===== config.mk =====
export PLATFORM = sky130hd
export DESIGN_NAME = hazard_unit_flat
export DESIGN_NICKNAME = d
export VERILOG_FILES = /design/src/rtl/hazard_unit_if.sv /design/src/rtl/hazard_unit.sv /design/src/flat_wrapper.sv
export SDC_FILE = /design/constraint.sdc
export NUM_CORES = 1
export LEC_CHECK = 0
export ABC_AREA = 0
export CAP_MARGIN = 20
export CORE_MARGIN = 3
export CORE_UTILIZATION = 47
export DETAILED_ROUTE_END_ITERATION = 6
export GPL_ROUTABILITY_DRIVEN = 0
export PLACE_DENSITY_LB_ADDON = 0.1
export REMOVE_ABC_BUFFERS = 1
export SLEW_MARGIN = 10
export SYNTH_ARGS = -nofsm -noshare
export SYNTH_HDL_FRONTEND = slang
export SYNTH_SLANG_ARGS = --single-unit

===== constraint.sdc =====
create_clock -name clk -period 5.2 [get_ports clk]
set_input_delay 0.52 -clock clk [delete_from_list [all_inputs] [get_ports clk]]
set_output_delay 0.52 -clock clk [all_outputs]
set_load 0.02 [all_outputs]

===== src/rtl/hazard_unit_if.sv =====
// Bundles the hazard unit's pipeline-status inputs and its stall/flush requests.
// The pipeline/controller side uses master; the hazard unit uses slave.
interface hazard_unit_if #(
    parameter int NREGS = 32
);
    logic             if_wait;
    logic             id_valid;
    logic [4:0]       id_rs1;
    logic [4:0]       id_rs2;
    logic             id_uses_rs1;
    logic             id_uses_rs2;
    logic [4:0]       id_rd;
    logic             id_is_load;
    logic             id_wr_en;
    logic             ex_valid;
    logic             ex_is_div;
    logic             ex_mispredict;
    logic             ex_wr_en;
    logic             mem_wait;
    logic             wb_valid;
    logic             wb_is_load;
    logic [4:0]       wb_rd;
    logic             wb_trap;

    logic             if_stall;
    logic             id_stall;
    logic             ex_stall;
    logic             mem_stall;
    logic             wb_stall;
    logic             flush_before_ex;
    logic             flush_before_wb;
    logic [NREGS-1:0] busy_vec;

    modport master (
        output if_wait, id_valid, id_rs1, id_rs2, id_uses_rs1, id_uses_rs2, id_rd,
               id_is_load, id_wr_en, ex_valid, ex_is_div, ex_mispredict, ex_wr_en,
               mem_wait, wb_valid, wb_is_load, wb_rd, wb_trap,
        input  if_stall, id_stall, ex_stall, mem_stall, wb_stall,
               flush_before_ex, flush_before_wb, busy_vec
    );

    modport slave (
        input  if_wait, id_valid, id_rs1, id_rs2, id_uses_rs1, id_uses_rs2, id_rd,
               id_is_load, id_wr_en, ex_valid, ex_is_div, ex_mispredict, ex_wr_en,
               mem_wait, wb_valid, wb_is_load, wb_rd, wb_trap,
        output if_stall, id_stall, ex_stall, mem_stall, wb_stall,
               flush_before_ex, flush_before_wb, busy_vec
    );
endinterface


===== src/rtl/hazard_unit.sv =====
// Stall/flush request generator: load-use scoreboard, multi-cycle divide sequencer,
// and trap/mispredict flush requests for the pipeline traffic controller.
module hazard_unit #(
    parameter int DIV_LATENCY = 8,
    parameter int NREGS       = 32
) (
    input  logic         clk,
    input  logic         reset_n,
    hazard_unit_if.slave hu
);
    localparam int CW = $clog2(DIV_LATENCY);
    // count holds the number of BUSY cycles still to run after the current one
    localparam logic [CW-1:0] BUSY_INIT = CW'((DIV_LATENCY > 2) ? (DIV_LATENCY - 3) : 0);

    typedef enum logic [1:0] {
        DIV_IDLE,
        DIV_BUSY,
        DIV_DONE
    } div_state_t;

    div_state_t       state_q, state_d;
    logic [CW-1:0]    count_q, count_d;
    logic [NREGS-1:0] busy_q, busy_d;

    logic flush_wb;
    logic flush_ex;
    logic wb_load_ret;
    logic hit_rs1;
    logic hit_rs2;
    logic id_stall_c;
    logic issue;
    logic ex_stall_c;

    // A load retiring in WB bypasses its value to ID, so it no longer blocks a reader
    always_comb begin
        flush_wb    = hu.wb_valid & hu.wb_trap;
        flush_ex    = hu.ex_valid & hu.ex_mispredict & ~flush_wb;
        wb_load_ret = hu.wb_valid & hu.wb_is_load;
        hit_rs1     = hu.id_uses_rs1 & (hu.id_rs1 != 5'd0) & busy_q[hu.id_rs1]
                      & ~(wb_load_ret & (hu.wb_rd == hu.id_rs1));
        hit_rs2     = hu.id_uses_rs2 & (hu.id_rs2 != 5'd0) & busy_q[hu.id_rs2]
                      & ~(wb_load_ret & (hu.wb_rd == hu.id_rs2));
        id_stall_c  = hu.id_valid & (hit_rs1 | hit_rs2);
        issue       = hu.id_valid & hu.id_wr_en & ~id_stall_c & ~flush_ex & ~flush_wb;
    end

    // Set after clear so a younger load to the same register keeps it busy
    always_comb begin
        busy_d = busy_q;
        if (wb_load_ret) begin
            busy_d[hu.wb_rd] = 1'b0;
        end
        if (issue & hu.id_is_load & (hu.id_rd != 5'd0)) begin
            busy_d[hu.id_rd] = 1'b1;
        end
        if (flush_wb) begin
            busy_d = '0;
        end
    end

    always_comb begin
        state_d    = state_q;
        count_d    = count_q;
        ex_stall_c = 1'b0;
        case (state_q)
            DIV_IDLE: begin
                if (hu.ex_valid & hu.ex_is_div) begin
                    ex_stall_c = 1'b1;
                    if (DIV_LATENCY > 2) begin
                        state_d = DIV_BUSY;
                        count_d = BUSY_INIT;
                    end else begin
                        state_d = DIV_DONE;
                    end
                end
            end
            DIV_BUSY: begin
                ex_stall_c = 1'b1;
                if (count_q == '0) begin
                    state_d = DIV_DONE;
                end else begin
                    count_d = count_q - 1'b1;
                end
            end
            DIV_DONE: begin
                if (hu.ex_wr_en) begin
                    state_d = DIV_IDLE;
                end
            end
            default: begin
                state_d = DIV_IDLE;
            end
        endcase
        if (flush_wb) begin
            state_d = DIV_IDLE;
            count_d = '0;
        end
    end

    always_ff @(posedge clk or negedge reset_n) begin
        if (!reset_n) begin
            state_q <= DIV_IDLE;
            count_q <= '0;
            busy_q  <= '0;
        end else begin
            state_q <= state_d;
            count_q <= count_d;
            busy_q  <= busy_d;
        end
    end

    assign hu.if_stall        = hu.if_wait;
    assign hu.id_stall        = id_stall_c;
    assign hu.ex_stall        = ex_stall_c;
    assign hu.mem_stall       = hu.mem_wait;
    assign hu.wb_stall        = 1'b0;
    assign hu.flush_before_ex = flush_ex;
    assign hu.flush_before_wb = flush_wb;
    assign hu.busy_vec        = busy_q;
endmodule


===== src/flat_wrapper.sv =====
// flat-port wrapper written by rule: the top's interface ports become plain ports
module hazard_unit_flat 
#(
    parameter int DIV_LATENCY = 8,
    parameter int NREGS       = 32
)
  (clk, reset_n, hu_if_wait, hu_id_valid, hu_id_rs1, hu_id_rs2, hu_id_uses_rs1, hu_id_uses_rs2, hu_id_rd, hu_id_is_load, hu_id_wr_en, hu_ex_valid, hu_ex_is_div, hu_ex_mispredict, hu_ex_wr_en, hu_mem_wait, hu_wb_valid, hu_wb_is_load, hu_wb_rd, hu_wb_trap, hu_if_stall, hu_id_stall, hu_ex_stall, hu_mem_stall, hu_wb_stall, hu_flush_before_ex, hu_flush_before_wb, hu_busy_vec);
  hazard_unit_if #(.NREGS(NREGS)) hu_i ();
  input  logic clk;
  input  logic reset_n;
  input wire logic [$bits(hu_i.if_wait)-1:0] hu_if_wait;
  input wire logic [$bits(hu_i.id_valid)-1:0] hu_id_valid;
  input wire logic [$bits(hu_i.id_rs1)-1:0] hu_id_rs1;
  input wire logic [$bits(hu_i.id_rs2)-1:0] hu_id_rs2;
  input wire logic [$bits(hu_i.id_uses_rs1)-1:0] hu_id_uses_rs1;
  input wire logic [$bits(hu_i.id_uses_rs2)-1:0] hu_id_uses_rs2;
  input wire logic [$bits(hu_i.id_rd)-1:0] hu_id_rd;
  input wire logic [$bits(hu_i.id_is_load)-1:0] hu_id_is_load;
  input wire logic [$bits(hu_i.id_wr_en)-1:0] hu_id_wr_en;
  input wire logic [$bits(hu_i.ex_valid)-1:0] hu_ex_valid;
  input wire logic [$bits(hu_i.ex_is_div)-1:0] hu_ex_is_div;
  input wire logic [$bits(hu_i.ex_mispredict)-1:0] hu_ex_mispredict;
  input wire logic [$bits(hu_i.ex_wr_en)-1:0] hu_ex_wr_en;
  input wire logic [$bits(hu_i.mem_wait)-1:0] hu_mem_wait;
  input wire logic [$bits(hu_i.wb_valid)-1:0] hu_wb_valid;
  input wire logic [$bits(hu_i.wb_is_load)-1:0] hu_wb_is_load;
  input wire logic [$bits(hu_i.wb_rd)-1:0] hu_wb_rd;
  input wire logic [$bits(hu_i.wb_trap)-1:0] hu_wb_trap;
  output wire logic [$bits(hu_i.if_stall)-1:0] hu_if_stall;
  output wire logic [$bits(hu_i.id_stall)-1:0] hu_id_stall;
  output wire logic [$bits(hu_i.ex_stall)-1:0] hu_ex_stall;
  output wire logic [$bits(hu_i.mem_stall)-1:0] hu_mem_stall;
  output wire logic [$bits(hu_i.wb_stall)-1:0] hu_wb_stall;
  output wire logic [$bits(hu_i.flush_before_ex)-1:0] hu_flush_before_ex;
  output wire logic [$bits(hu_i.flush_before_wb)-1:0] hu_flush_before_wb;
  output wire logic [$bits(hu_i.busy_vec)-1:0] hu_busy_vec;
  assign hu_i.if_wait = hu_if_wait;
  assign hu_i.id_valid = hu_id_valid;
  assign hu_i.id_rs1 = hu_id_rs1;
  assign hu_i.id_rs2 = hu_id_rs2;
  assign hu_i.id_uses_rs1 = hu_id_uses_rs1;
  assign hu_i.id_uses_rs2 = hu_id_uses_rs2;
  assign hu_i.id_rd = hu_id_rd;
  assign hu_i.id_is_load = hu_id_is_load;
  assign hu_i.id_wr_en = hu_id_wr_en;
  assign hu_i.ex_valid = hu_ex_valid;
  assign hu_i.ex_is_div = hu_ex_is_div;
  assign hu_i.ex_mispredict = hu_ex_mispredict;
  assign hu_i.ex_wr_en = hu_ex_wr_en;
  assign hu_i.mem_wait = hu_mem_wait;
  assign hu_i.wb_valid = hu_wb_valid;
  assign hu_i.wb_is_load = hu_wb_is_load;
  assign hu_i.wb_rd = hu_wb_rd;
  assign hu_i.wb_trap = hu_wb_trap;
  assign hu_if_stall = hu_i.if_stall;
  assign hu_id_stall = hu_i.id_stall;
  assign hu_ex_stall = hu_i.ex_stall;
  assign hu_mem_stall = hu_i.mem_stall;
  assign hu_wb_stall = hu_i.wb_stall;
  assign hu_flush_before_ex = hu_i.flush_before_ex;
  assign hu_flush_before_wb = hu_i.flush_before_wb;
  assign hu_busy_vec = hu_i.busy_vec;
  hazard_unit #(.DIV_LATENCY(DIV_LATENCY), .NREGS(NREGS)) u_core (.clk(clk), .reset_n(reset_n), .hu(hu_i));
endmodule

[Yosys cells after proc, flatten, opt, wreduce, memory -nomap -nowiden]
Cells that the tools add are included.
W data, S select, Z words.
Word-level totals
  output and inout port bits: 39
  register bits: 37
  logic and storage cells: 79
  input bits: 36
Cells by class
  mux-type cells: 22
  bitwise gates (word level): 29
  add/sub/neg operators: 1
  reduce and logical (&&, ||, !) cells: 10
  order comparisons: 6
  equality and inequality tests: 8
Operators by type and width (number)
  $mux W32: 3
  $and A32 B32 Y32: 1
  $not A32 Y32: 1
  $or A32 B32 Y32: 1
  $lt A5 B6 Y1 const B: 4
  $and A1 B1 Y1: 20
  $reduce_bool A5 Y1: 3
  $bmux W1 S5: 2
  $demux W1 S5: 2
  $eq A5 B5 Y1: 2
  $ge A5 B1 Y1 const B: 2
  $mux W3: 3
  $mux W2: 4
  $ne A3 B2 Y1 const B: 2
  $ne A3 B3 Y1 const B: 2
  $pmux W2 S3: 1
  $pmux W3 S2: 1
  $reduce_and A3 Y1: 2
  $mux W1: 5
  $not A1 Y1: 5
  $logic_not A3 Y1: 1
  $reduce_bool A3 Y1: 1
  $sub A3 B1 Y3 const B: 1
  $eq A2 B1 Y1 const B: 1
  other kinds (5): 6

[Depth between registers and ports, before layout]
Gate-level depths: netlist of the first run.
  depth after elaboration: 14
  gate-level depth with buffers: 10
  depth with buffers taken out: 6

[Least setup slack after synthesis of the first run]
OpenSTA, ideal clock, no wires.
  kind: input port to output port
  from: input hu_id_rs1[0]
  to: output hu_id_stall
  data required time: 4.680 ns
  path slack: 2.509 ns
  cell stages on the path: 9
  path buffers: 3
  arrival: 2.171 ns
  path through: clkbuf_1 > nor2b_1 > a22oi_1 > a311oi_1 > nor3_1 > and4_1 > clkbuf_1 > buf_2 > o21a_1
On the way
  word-level cells in the longest chain between the ends: 6
  elaborated cells between the ends (all ways): 11
  classes of those cells: eq/ne: 1; mux: 2; bitwise: 7; reduce/logical: 1
RTL lines
  start: declaration: RTL line flat_wrapper.sv:13  | input wire logic [$bits(hu_i.id_rs1)-1:0] hu_id_rs1;
  $bmux W1 S5 (tied with other cells): RTL line hazard_unit.sv:39  | hit_rs1 = hu.id_uses_rs1 & (hu.id_rs1 != 5'd0) & busy_q[hu.id_rs1]
  $mux W1 (not written as such) (tied with other cells): RTL line hazard_unit.sv:39
  $and A1 B1 Y1 / $not A1 Y1 (equally long branches): RTL line hazard_unit.sv:39, hazard_unit.sv:40
  $and A1 B1 Y1 (*): RTL line hazard_unit.sv:40  | & ~(wb_load_ret & (hu.wb_rd == hu.id_rs1));
  $or A1 B1 Y1 (*): RTL line hazard_unit.sv:43  | id_stall_c = hu.id_valid & (hit_rs1 | hit_rs2);
  $and A1 B1 Y1 (*): RTL line hazard_unit.sv:43
  end: declaration: RTL line flat_wrapper.sv:30  | output wire logic [$bits(hu_i.id_stall)-1:0] hu_id_stall;
Mark *: on every way between the ends. The rest lies on a longest branch, timed or not. The select of a mux whose other input is x is not followed.

[Worst setup path in the final report of the first run]
  from: input hu_id_rs2[0]
  to: output hu_id_stall
On the way
  word-level cells in the longest chain between the ends: 6
  elaborated cells between the ends (all ways): 11
  classes of those cells: eq/ne: 1; mux: 2; bitwise: 7; reduce/logical: 1
RTL lines
  start: declaration: RTL line flat_wrapper.sv:14  | input wire logic [$bits(hu_i.id_rs2)-1:0] hu_id_rs2;
  $bmux W1 S5 (tied with other cells): RTL line hazard_unit.sv:41  | hit_rs2 = hu.id_uses_rs2 & (hu.id_rs2 != 5'd0) & busy_q[hu.id_rs2]
  $mux W1 (not written as such) (tied with other cells): RTL line hazard_unit.sv:41
  $and A1 B1 Y1 / $not A1 Y1 (equally long branches): RTL line hazard_unit.sv:41, hazard_unit.sv:42
  $and A1 B1 Y1 (*): RTL line hazard_unit.sv:42  | & ~(wb_load_ret & (hu.wb_rd == hu.id_rs2));
  $or A1 B1 Y1 (*): RTL line hazard_unit.sv:43
  $and A1 B1 Y1 (*): RTL line hazard_unit.sv:43
Marks and branches as above.

==> results of run 1 <==
-- per-layer routing --
metal / vias up / wire length (um) / track usage
met5: - / 0 / 0
met4: 0 / 183 / 0.1034
met3: 14 / 838 / 0.05798
met2: 139 / 4228 / 0.3860
met1: 1400 / 4190 / 0.3700
li1: 1300 / - / -
-- power groups by stage --
stage               Combinational, W  Sequential (W)  Clock, W
global route                0.000269        0.000327  0.000213
floorplan                   0.000135        0.000327         0
finish                      0.000242        0.000325  0.000198
CTS                         0.000241        0.000325  0.000202
global placement            0.000233        0.000329         0
detailed placement          0.000240        0.000329         0
-- synth_stat cells --
cell / number / area share
a2111oi_0: 1 / 0.0029
a2111oi_4: 2 / 0.018
a211oi_1: 3 / 0.0074
a21oi_1: 4 / 0.0065
a22o_1: 1 / 0.0029
a22oi_1: 2 / 0.0049
a311o_1: 1 / 0.0033
a311oi_1: 3 / 0.0086
a31oi_1: 1 / 0.0020
and2_1: 1 / 0.0020
and3_1: 2 / 0.0041
and4_1: 1 / 0.0029
buf_1: 1 / 0.0012
buf_2: 7 / 0.011
buf_4: 5 / 0.012
buf_6: 5 / 0.018
clkbuf_1: 11 / 0.013
conb_1: 1 / 0.0012
dfrtp_1: 37 / 0.30
ha_1: 2 / 0.0082
inv_1: 4 / 0.0049
inv_2: 1 / 0.0012
mux2i_1: 21 / 0.069
mux4_1: 5 / 0.043
mux4_2: 1 / 0.0074
nand2_1: 14 / 0.017
nand2b_1: 2 / 0.0041
nand3_1: 10 / 0.016
nand3b_1: 10 / 0.025
nand4_1: 6 / 0.012
nor2_1: 14 / 0.017
nor2b_1: 8 / 0.016
nor3_1: 5 / 0.0082
nor3b_1: 1 / 0.0025
nor4_4: 1 / 0.0069
o211a_1: 1 / 0.0033
o211ai_1: 31 / 0.076
o21a_1: 1 / 0.0025
o21ai_0: 1 / 0.0016
o31ai_1: 3 / 0.0074
o31ai_2: 29 / 0.12
or3_1: 35 / 0.072
or3b_2: 2 / 0.0057
xnor2_1: 8 / 0.023
xor2_1: 2 / 0.0057
-- stage by stage --
step	std cells	hold slack (ps)	power (W)	setup slack [ps]
after floorplan	278	224.4	0.0004622	1684
after global placement	428	489.1	0.0005616	1344
after detailed placement	428	484.1	0.0005692	1350
after CTS	436	501.4	0.0007669	1326
after global routing	436	513.6	0.0008085	1222
final	436	500.5	0.0007651	1359
-- cells by family (layout without fill, tap and decap cells) --
kind of cell	Yosys count	in the layout	share of synthesized area
multiplexers	27	27	0.1190
adder cells (fa/ha/maj)	2	2	0.008175
other	1	1	0.001225
flip-flops	37	37	0.3025
AO/OA/AOI/OAI	84	84	0.2657
XOR/XNOR	10	10	0.02862
buffers and inverters	34	88	0.06296
AND/OR/NAND/NOR	112	112	0.2118
-- state kept, by name, summed over array words and instances, names as in the netlist --
signal	cells
u_core.count_q	3
u_core.hu.busy_vec	32
u_core.state_q	2
-- path summary, 6_finish.rpt --
| kind | from | endpoint | slack [ps] | cells after the start |
|---|---|---|---|---|
| worst max-delay path | hu_id_rs2[0] | hu_id_stall | 1360 | 7 |
| worst min-delay path | u_core.count_q[2] | u_core.count_q[2] | 500 | 1 |
| worst max register to register | u_core.hu.busy_vec[17] | u_core.hu.busy_vec[13] | 2870 | 6 |
| worst min register to register | u_core.count_q[2] | u_core.count_q[2] | 500 | 1 |
| max in group asynchronous | reset_n | u_core.hu.busy_vec[16] | 4200 | 2 |
| min in group asynchronous | reset_n | u_core.count_q[2] | 650 | 2 |
-- worst max-delay path: stages --
cell and delay, ps:
clkdlybuf4s50_1 790, mux4_1 600, nor2b_1 170, a2111oi_4 400, nor4_4 110, o21a_1 200
clkdlybuf4s50_1 530
-- cell type report --
type | count | area share
multi-input combinational | 236 | 0.5118
sequential | 37 | 0.2434
timing repair buffer | 75 | 0.1934
tap | 75 | 0.02467
clock buffer | 6 | 0.01908
inverter | 5 | 0.004934
clock inverter | 2 | 0.002632
-- placed cells by master (no fill, tap or decap), types with 8 or more instances in the layout --
cell,count
clkdlybuf4s50_1,69
dfrtp_1,37
or3_1,35
o211ai_1,31
o31ai_2,30
mux2i_1,21
nand2_1,14
nor2_1,14
nand3_1,10
nand3b_1,10
nor2b_1,8
xnor2_1,8
==> qor.yml, run 1 <==
sta:
  finalClockSkew_ps: 8.736
  setup-violations-final: 0
  max_freq_ghz: 0.2603
  fin_crit_ps: 3841
  hold_viol_final: 0
  rsz0062_at_grt: "false"
  relSlewSlack: 0.5959
  slew_violations: 0
  finalCritPeriodShare: 0.7387
  finalSetupTns_ps: 0
  worst_pin_slew_ps: 604.2
cts:
  numCtsBuffers: 5
  cts_tree: "yes"
  ctsHtreeMaxLevel: 2
  cts_buffer_depth: 2
  cts_resized: 0
  root_buffer: "clkbuf_8"
  cts.clk_slew.worst_paths_ps: 70
  ctsHoldBuffers: 0
  clock_latency_ps: 300
  cts.sinks: 37
  postCtsSetupRepairBufs: 0
floorplan:
  ios: 75
  start_util: 0.5021
  die_w_um: 86.70
  core_area_sq_um: 6096
  rows: 28
  die-area_sq_um: 7516
  fp.dieH_um: 86.70
routing:
  viasPerCell: 6.544
  wl_um: 9440
  vias: 2853
  drc_errors: 0
  drt-pass1-iter-count: 5
  drtIter0Drc: 357
  ant_nets: 0
  wl_per_cell_um: 21.65
final_layout:
  fill_cells: 533
  finish.utilization: 0.6240
  multiInputGateArea_sq_um: 1947
  antenna_cells: 0
  regArea_sq_um: 925.9
  final_area_sq_um: 3804
  nets: 398
  area_growth_pct: 24.28
  drive_above_1_share: 0.1385
placed_design:
  dpl_cell_area_sq_um: 3721
  post-dp-hpwl_um: 6642
  portBuffers: 69
global_routing:
  antenna_found_initial: 0
  grt_pass1_wl_um: 15320
  grt_pass1_vias: 2841
  grt_max_degree: 38
  grt_overflow: 0
  grt.total_usage: 0.2612
worst_setup_path:
  cp-end-kind: "output port"
  crit_required_ps: 4680
  critPathMaxFanout: 11
  arrival_ps: 3320
  start_kind: "primary input"
  crit_type: "primary input to output port"
power:
  p_clk_frac: 0.258
  intPower_w: 0.0004992
  p_switching_w: 0.0002659
  sw_frac_of_total: 0.3475
  leakagePower_nw: 1.465
  ir_worst_vdd_mv: 0.2247
  sequentialPowerShare: 0.425
  p_comb_frac: 0.316
  power.density_nw_per_um2: 201.1
synthesis:
  syn-cell-area_sq_um: 3060
  syn_area_per_cell_sq_um: 9.969
  ys_ff_latch: 37
  synth_warnings: 0
  synth_cells: 307
  yosys.cell_types.count: 45
  ys_seq_area_frac: 0.3025
worst_hold_path:
  hp-class: "flip-flop to flip-flop"
run_status:
  status: "finished clean"
run:
  maxCapViolCount: 0
(Power assumes the default switching activity.)
==> run 2, diff against run 1 <==
==> constraint.sdc (replaced) <==
create_clock -name clk -period 3.69 [get_ports clk]
set_input_delay 0.369 -clock clk [delete_from_list [all_inputs] [get_ports clk]]
set_output_delay 0.369 -clock clk [all_outputs]
set_load 0.02 [all_outputs]
==> run 2 against run 1 <==
Compared with the run above: utilization rose by 1.2 points; critical path depth did not move; global-route usage fell by 0.39 points; register-to-register slack got worse by 1500 ps; via count rose by 1.9%; worst setup slack got worse by 1200 ps; die area did not move; clock-buffer cell count rose by 1; power rose by 46%; highest routed layer unchanged; non-clock buffer count rose by 7; first-iteration DRC count fell by 20%; largest power group unchanged.
==> qor.yml, run 2 (synthesis results as in run 1) <==
floorplan:
  start_util: 0.5021
  die_w_um: 86.70
  fp.dieH_um: 86.70
  core_area_sq_um: 6096
  die-area_sq_um: 7516
  ios: 75
  rows: 28
cts:
  cts.clk_slew.worst_paths_ps: 80
  cts_buffer_depth: 2
  cts.sinks: 37
  numCtsBuffers: 5
  clock_latency_ps: 290
  postCtsSetupRepairBufs: 0
  root_buffer: "clkbuf_8"
  cts_resized: 0
  ctsHtreeMaxLevel: 2
  ctsHoldBuffers: 0
  cts_tree: "yes"
final_layout:
  finish.utilization: 0.6357
  area_growth_pct: 26.62
  multiInputGateArea_sq_um: 1947
  final_cell_mix: "clkdlybuf4s50_1 (69), dfrtp_1 (37), or3_1 (35), o211ai_1 (31), o31ai_2 (30)"
  antenna_cells: 0
  final-instance-count-excl-fill: 443
  regArea_sq_um: 925.9
  final_common_cell: "clkdlybuf4s50_1"
  nets: 405
  drive_above_1_share: 0.1576
  largest_register_ffs: 32
  fill_cells: 526
power:
  intPower_w: 0.0007461
  sequentialPowerShare: 0.408
  sw_frac_of_total: 0.3332
  ir_worst_vdd_mv: 0.2650
  p_clk_frac: 0.283
  p_switching_w: 0.0003729
  leakagePower_nw: 1.508
  power.density_nw_per_um2: 288.8
  p_comb_frac: 0.309
worst_setup_path:
  rr_worst_depth: 6
  critPathTopFamily: "buffers and inverters"
  max_stage_delay_ps: 670
  crit_chain: "clkdlybuf4s50_1 > buf_4 > mux4_1 > a2111oi_4 > nor4_4 > o21a_1 > clkdlybuf4s50_1"
  reg2reg_to: "u_core.hu.busy_vec[29]"
  start_kind: "primary input"
  path_buf_inv: 3
  slowest_stage: "clkdlybuf4s50_1"
  arrival_ps: 3120
  critPathMaxFanout: 5
  crit_top_cell: "clkdlybuf4s50_1"
  crit_type: "primary input to output port"
  cp-end-kind: "output port"
  crit_required_ps: 3320
  ff2ff_setup_slack_ps: 1340
  r2r_start: "u_core.hu.busy_vec[17]"
placed_design:
  pre_cts_ws_ps: 241.2
  portBuffers: 69
  post-dp-hpwl_um: 6663
  dp.cells: 435
global_routing:
  antenna_found_initial: 0
  grt_pass1_vias: 2748
  grt_max_degree: 38
  grt_pass1_wl_um: 14860
  grt_overflow: 0
  grt.total_usage: 0.2572
routing:
  wl_per_cell_um: 21.29
  viasPerCell: 6.562
  ant_nets: 0
  drc_errors: 0
  vias: 2907
  wl_um: 9432
  drtIter0Drc: 284
  drt-pass1-iter-count: 5
sta:
  hold_viol_final: 0
  rsz0062_at_grt: "false"
  max_freq_ghz: 0.2862
  finalClockSkew_ps: 6.170
  worst_slack_ps: 196.5
  worst_pin_slew_ps: 646.0
  setup-violations-final: 0
  slew_violations: 0
  finalSetupTns_ps: 0
  hold_slack_ps: 501.2
  finalCritPeriodShare: 0.9467
  relSlewSlack: 0.5667
  fin_crit_ps: 3493
run_status:
  status: "finished clean"
worst_hold_path:
  hp-class: "primary input to async pin"
run:
  maxCapViolCount: 0
run 2: cell count changes in the layout (fill, tap and decap cells not counted):
| cell | delta |
|---|---|
| buf_4 | +7 |
| clkinv_2 | -1 |
| clkbuf_1 | -1 |
| clkbuf_8 | +2 |
run 2: layout make-up:
cell class	count	area share
multi-input cells	236	0.5024
clock buffers	7	0.02486
clock inverters	1	0.001292
inverters	5	0.004843
well taps	75	0.02422
flip-flops and latches	37	0.2389
repair buffers	82	0.2034
run 2: worst max path at each step:
stage / start / endpoint / slack, ps / cells past startpoint
CTS: hu_id_rs2[0] / hu_id_stall / 220 / 7
floorplan: u_core.hu.busy_vec[13] / hu_id_stall / 380 / 6
global route: hu_id_rs2[0] / hu_id_stall / 150 / 7
detailed placement: hu_id_rs2[0] / hu_id_stall / 240 / 7
finish: hu_id_rs2[0] / hu_id_stall / 200 / 7
global placement: hu_id_rs2[0] / hu_id_stall / 230 / 7
run 2: layer usage:
layer	share of wire	GRT usage	routed length (um)
met5	0	0	0
met4	0.022	0.08074	206
met3	0.097	0.04753	912
met2	0.42	0.3727	3988
met1	0.46	0.3857	4324
run 2: power groups by stage:
stage | registers, W | clock network [W] | logic (W)
2_1_floorplan | 0.000461 | 0 | 0.000190
3_3_place_gp | 0.000463 | 0 | 0.000336
3_5_place_dp | 0.000464 | 0 | 0.000341
4_1_cts | 0.000456 | 0.000325 | 0.000343
5_1_grt | 0.000460 | 0.000340 | 0.000377
6_report | 0.000457 | 0.000316 | 0.000346
run 2: per-stage QoR:
step,total power [W],area (sq um)
after floorplan,0.0006514,2887
after global placement,0.0007987,3774
after detailed placement,0.0008048,3774
after CTS,0.001124,3875
after global routing,0.001178,3875
final,0.001119,3875
